$ cat src/rtl/register_file_pkg.sv
// register_file_pkg: shared defaults and types for the
// architectural register file.
package register_file_pkg;

    localparam int RF_DATA_WIDTH    = 64;
    localparam int RF_LOG2_NUM_REGS = 5;
    localparam int RF_NUM_REGS      = 2 ** RF_LOG2_NUM_REGS;

    typedef logic [RF_LOG2_NUM_REGS-1:0] reg_addr_t;
    typedef logic [RF_DATA_WIDTH-1:0]    reg_data_t;

    // True when a write this edge targets the given read address.
    function automatic logic rf_hit(
        input logic      wen,
        input reg_addr_t waddr,
        input reg_addr_t raddr
    );
        return wen && (waddr == raddr);
    endfunction

endpackage

$ cat src/rtl/register_file_rf_read_port.sv
// rf_read_port: one registered read port with a write-first
// bypass so a same-edge write is visible immediately.
module rf_read_port
    import register_file_pkg::*;
#(
    parameter int DATA_WIDTH    = RF_DATA_WIDTH,
    parameter int LOG2_NUM_REGS = RF_LOG2_NUM_REGS,
    parameter int NUM_REGS      = 2 ** LOG2_NUM_REGS
) (
    input  logic                     clk,
    input  logic                     reset_n,
    input  logic                     rd_en,
    input  logic [LOG2_NUM_REGS-1:0] raddr,
    input  logic                     write_en,
    input  logic [LOG2_NUM_REGS-1:0] waddr,
    input  logic [DATA_WIDTH-1:0]    wdata,
    input  logic [DATA_WIDTH-1:0]    rf [NUM_REGS],
    output logic [DATA_WIDTH-1:0]    rdata
);

    logic [DATA_WIDTH-1:0] rdata_d;
    logic [DATA_WIDTH-1:0] rdata_q;
    logic                  bypass;

    // Pick the bypassed write data or the stored entry; hold when idle.
    always_comb begin
        rdata_d = rdata_q;
        bypass  = write_en && (waddr == raddr);
        if (rd_en) begin
            if (bypass) begin
                rdata_d = wdata;
            end else begin
                rdata_d = rf[raddr];
            end
        end
    end

    // Output register, cleared asynchronously.
    always_ff @(posedge clk or negedge reset_n) begin
        if (!reset_n) begin
            rdata_q <= '0;
        end else begin
            rdata_q <= rdata_d;
        end
    end

    assign rdata = rdata_q;

endmodule

$ cat src/rtl/register_file.sv
// register_file: 32 x 64 flop-based register file with one
// write port and two registered, bypassed read ports.
module register_file
    import register_file_pkg::*;
#(
    parameter int DATA_WIDTH    = RF_DATA_WIDTH,
    parameter int LOG2_NUM_REGS = RF_LOG2_NUM_REGS,
    parameter int NUM_REGS      = 2 ** LOG2_NUM_REGS
) (
    input  logic                     clk,
    input  logic                     reset_n,
    input  logic [1:0]               read_en,
    input  logic                     write_en,
    input  logic [LOG2_NUM_REGS-1:0] raddr_0,
    input  logic [LOG2_NUM_REGS-1:0] raddr_1,
    input  logic [LOG2_NUM_REGS-1:0] waddr,
    input  logic [DATA_WIDTH-1:0]    wdata,
    output logic [DATA_WIDTH-1:0]    rdata_0,
    output logic [DATA_WIDTH-1:0]    rdata_1
);

    logic [DATA_WIDTH-1:0] rf_q [NUM_REGS];
    logic [DATA_WIDTH-1:0] rf_d [NUM_REGS];
    logic [NUM_REGS-1:0]   wr_sel;

    // One-hot write decoder over the register rows.
    always_comb begin
        wr_sel = '0;
        for (int i = 0; i < NUM_REGS; i++) begin
            wr_sel[i] = write_en &&
                (waddr == LOG2_NUM_REGS'(i));
        end
    end

    // Next-state per row: load wdata on select, else hold.
    always_comb begin
        for (int i = 0; i < NUM_REGS; i++) begin
            rf_d[i] = rf_q[i];
            if (wr_sel[i]) begin
                rf_d[i] = wdata;
            end
        end
    end

    // Each row is its own resettable flop bank.
    for (genvar g = 0; g < NUM_REGS; g++) begin : g_row
        // Row storage, cleared asynchronously.
        always_ff @(posedge clk or negedge reset_n) begin
            if (!reset_n) begin
                rf_q[g] <= '0;
            end else begin
                rf_q[g] <= rf_d[g];
            end
        end
    end

    rf_read_port #(
        .DATA_WIDTH   (DATA_WIDTH),
        .LOG2_NUM_REGS(LOG2_NUM_REGS),
        .NUM_REGS     (NUM_REGS)
    ) u_rport_0 (
        .clk     (clk),
        .reset_n (reset_n),
        .rd_en   (read_en[0]),
        .raddr   (raddr_0),
        .write_en(write_en),
        .waddr   (waddr),
        .wdata   (wdata),
        .rf      (rf_q),
        .rdata   (rdata_0)
    );

    rf_read_port #(
        .DATA_WIDTH   (DATA_WIDTH),
        .LOG2_NUM_REGS(LOG2_NUM_REGS),
        .NUM_REGS     (NUM_REGS)
    ) u_rport_1 (
        .clk     (clk),
        .reset_n (reset_n),
        .rd_en   (read_en[1]),
        .raddr   (raddr_1),
        .write_en(write_en),
        .waddr   (waddr),
        .wdata   (wdata),
        .rf      (rf_q),
        .rdata   (rdata_1)
    );

endmodule

$ cat config.mk
export PLATFORM = sky130hd
export DESIGN_NAME = register_file
export DESIGN_NICKNAME = d
export VERILOG_FILES = /design/src/rtl/register_file_pkg.sv /design/src/rtl/register_file_rf_read_port.sv /design/src/rtl/register_file.sv
export SDC_FILE = /design/constraint.sdc
export NUM_CORES = 2
export LEC_CHECK = 0
export CAP_MARGIN = 20
export CORE_UTILIZATION = 40
export CTS_CLUSTER_DIAMETER = 150
export CTS_CLUSTER_SIZE = 40
export DETAILED_ROUTE_END_ITERATION = 8
export PLACE_DENSITY_LB_ADDON = 0.25
export SLEW_MARGIN = 10
export SYNTH_ARGS = -nofsm -noshare
export SYNTH_HDL_FRONTEND = slang
export SYNTH_SLANG_ARGS = --single-unit
$ cat constraint.sdc
create_clock -name clk -period 1.8 [get_ports clk]
set_input_delay 0.54 -clock clk [delete_from_list [all_inputs] [get_ports clk]]
set_output_delay 0.54 -clock clk [all_outputs]
set_load 0.02 [all_outputs]
==> results.md <==
- Violations in the final reports: setup timing
- Final weighted congestion of routability-driven global placement: 0.8926
- Sum Neg Setup Slack: -45.13 ns
- Cell count of the worst reg-to-reg path: 6
- Min-delay worst type: input pin to async pin
- Starting density of the core: 40.31%
- Max-capacitance violation count: 0
- Asr flop ratio synth: 100.0%
- Final critical-path required period: 2.146 ns
- Latest clock arrival within the worst-skew pair: 0.87 ns
- I/O Pins: 212
- Post-route clock period utilization: 119.2%
- Vias/cell: 6.302
- Number of nets with antenna violations after routing: 0
- Most common cell after layout, fill and taps aside: sky130_fd_sc_hd__dfrtp_1
- Root Buffer Master: sky130_fd_sc_hd__clkbuf_16
- Max-slew violation count: 0
- First-pass GRT wire length: 621500 µm
- Detailed-router iteration count before antenna repair: 6
- Number of clock sinks seen by CTS: 2176
- Placed instance count: 12.24k
- Synth Warn #: 0
- Data arrival at the endpoint of the critical path: 2.91 ns
- Nets@finish: 8935
- Outcome: finished, violations left
- VDD IR max: 0.0009236 V
- Post-Synthesis Mean Instance Area: 16.03 µm²
- Residual DRC: 0
- Placeable Area: 280100 µm²
- Congestion Overflow GR: 0
- Count of buffers from port buffering: 211
- Area overhead of the layout relative to synthesis: 31.43%
- Path type of the worst setup path: flip-flop to flip-flop
- Worst slew slack as a fraction of its limit: 59.77%
- Number of global-route vias before repair: 82.53k
- Clock buffers created by TritonCTS: 60
- Overall die width: 533.3 µm
- Share of total power consumed by net switching: 29.33%
- Flip-flop and latch count after synthesis: 2176
- Fill cell total of the finished layout: 22.64k
- Leakage dissipation: 65.89 nW
- Psw: 38.96 mW
- Crit path launch type: flip-flop
- Area of placed instances: 142000 µm²
- Number of instances in the synthesized netlist: 7043
- Setup-violating endpoint count in the final report: 265
- Clock network fraction of design power: 16.4%
- Fraction of power consumed by sequential logic: 49.9%
- Actual transition at the worst max-transition pin: 0.6034 ns
- Int Power: 93.88 mW
- Final number of hold-violating endpoints: 0
- Maximum clock frequency: 0.4660 GHz
- Cell Area, Synth: 112900 µm²
- Drt total wl: 434000 µm
- Worst setup timing slack at the placement stage: -1.560 ns
- Core Rows: 194
- 1st-iter DRT viols: 8403
- Unrepaired setup endpoints after global routing: yes
- Post-layout instance area: 148400 µm²
- Pwr per Cell Area: 895.2 nW/µm²
- Height of the die: 533.3 µm
- Commonest register cell after synthesis: sky130_fd_sc_hd__dfrtp_1
- Top library cells by usage in the layout, fill and taps aside: 2092 x sky130_fd_sc_hd__dfrtp_1, 1682 x sky130_fd_sc_hd__buf_4, 1159 x sky130_fd_sc_hd__mux4_2
- Clock transition at the registers of the reported paths: 0.15 ns
- Initial antenna violation count: 15
- Post-synthesis sequential area ratio: 48.23%
- Share of layout cells above drive strength 1: 67.77%
- Smallest setup slack after layout: -0.3460 ns
- Via Count: 79.28k
- Number of enable flip-flop cells after synthesis: 0
- Hold_ws: 0.1695 ns
- Core Util, Final: 52.98%
- CP endpoint kind: flip-flop
- Highest fanout seen on the critical path: 2
- CTS tree: built
- CTS H-tree depth: 2
- Overall die area: 284400 µm²
- Post-layout power: 132.8 mW
- Total routing resource utilization after global routing: 30.18%
- Maximum number of pins on one net before global-route repair: 90
- Combinational cell fraction of total power: 33.7%
- HPWL after detailed placement: 294000 µm
- Average wire per standard cell: 34.50 µm
- Required time at the worst-slack endpoint: 2.56 ns
- Distinct cell type count after synthesis: 58
- Maximum buffer depth of the clock tree: 3
- Layout Skew: 0.05131 ns
- Nets in the synthesized netlist: 7127
- Number of non-filler instances in the completed layout: 12.58k
[critical path, stage by stage (launching register included)]
cell	delay (ns)
sky130_fd_sc_hd__dfrtp_1	0.43
sky130_fd_sc_hd__buf_6	0.12
sky130_fd_sc_hd__mux4_2	0.46
sky130_fd_sc_hd__mux4_2	0.50
sky130_fd_sc_hd__mux2i_1	0.18
sky130_fd_sc_hd__nor2_2	0.09
sky130_fd_sc_hd__a221o_1	0.26
[logic make-up after synthesis]
family | after synthesis | share of synthesized area [%]
xor gates and xnor gates | 10 | 0.07757
muxes | 3289 | 44.25
DFF | 2176 | 48.23
and+or+nand+nor | 321 | 1.344
AOI/OAI and AO/OA | 459 | 3.035
buffers and inverters | 788 | 3.063
[flip-flops by register name, summed over array words and instances (netlist names)]
register,flops
u_rport_0.rdata,64
u_rport_1.rdata,64
rf_q,2048
[timing repair]
item | 4_1_cts | 5_1_grt
cloned | 23 | 13
pin swaps | 88 | 54
resized for setup | 1038 | 177
hold endpoints to repair | 417 | 0
hold buffers | 1 | 0
setup endpoints to repair | 2047 | 289
buffers inserted | 164 | 111
[Yosys cell counts, types with 12 or more instances]
library cell	count	share of area, %
sky130_fd_sc_hd__a211oi_1	32	0.21
sky130_fd_sc_hd__a21oi_1	29	0.13
sky130_fd_sc_hd__a221o_1	91	0.81
sky130_fd_sc_hd__a22o_1	33	0.26
sky130_fd_sc_hd__a22oi_1	24	0.16
sky130_fd_sc_hd__buf_1	42	0.14
sky130_fd_sc_hd__buf_2	184	0.82
sky130_fd_sc_hd__buf_4	48	0.32
sky130_fd_sc_hd__buf_6	12	0.12
sky130_fd_sc_hd__clkbuf_1	490	1.6
sky130_fd_sc_hd__dfrtp_1	2176	48
sky130_fd_sc_hd__mux2_2	2033	20
sky130_fd_sc_hd__mux2i_1	97	0.86
sky130_fd_sc_hd__mux4_2	1159	23
sky130_fd_sc_hd__nand2_1	137	0.46
sky130_fd_sc_hd__nand2b_1	13	0.072
sky130_fd_sc_hd__nor2_1	64	0.21
sky130_fd_sc_hd__nor2b_1	29	0.16
sky130_fd_sc_hd__nor4_1	33	0.18
sky130_fd_sc_hd__o211ai_1	13	0.086
sky130_fd_sc_hd__o21ai_0	82	0.36
sky130_fd_sc_hd__o221ai_1	14	0.11
sky130_fd_sc_hd__o22ai_1	79	0.44
[power groups by stage]
stage / combinational (mW) / sequential, mW / clock [mW]
after floorplan: 25.1 / 64.6 / 0
after global placement: 41.2 / 66.1 / 0
after detailed placement: 42.2 / 66.6 / 0
after CTS: 43.9 / 65.9 / 22.2
after global routing: 47.2 / 67.2 / 23.5
final: 44.8 / 66.3 / 21.7
[cell type report]
| cell class | count | area [µm²] | area share, % |
|---|---|---|---|
| multi-input combinational | 4080 | 60170 | 40.55 |
| clock inverter | 4 | 50.05 | 0.03373 |
| inverter | 12 | 75.07 | 0.05059 |
| clock buffer | 61 | 1526 | 1.029 |
| tap | 3724 | 4659 | 3.140 |
| antenna | 3 | 7.507 | 0.005059 |
| timing repair buffer | 2521 | 27350 | 18.43 |
| sequential | 2176 | 54560 | 36.76 |
[per-layer routing]
layer  vias up  track usage [%]  wire length, µm
li1      31090                -                -
met1     43890            42.63           182700
met2      3626            47.29           202100
met3       667            4.672            31220
met4         8            10.99            17890
met5         -                0               55
[final timing paths]
check / end / slack, ns / start
max: u_rport_1.rdata[48] / -0.35 / rf_q[816]
min: u_rport_1.rdata[55] / 0.17 / reset_n
max reg2reg: u_rport_1.rdata[48] / -0.35 / rf_q[816]
min reg2reg: rf_q[1791] / 0.53 / rf_q[1791]
max in group asynchronous: u_rport_0.rdata[11] / 0.59 / reset_n
min in group clk: u_rport_0.rdata[59] / 0.28 / raddr_0[3]
No activity file was read; power rests on OpenSTA's default activity.
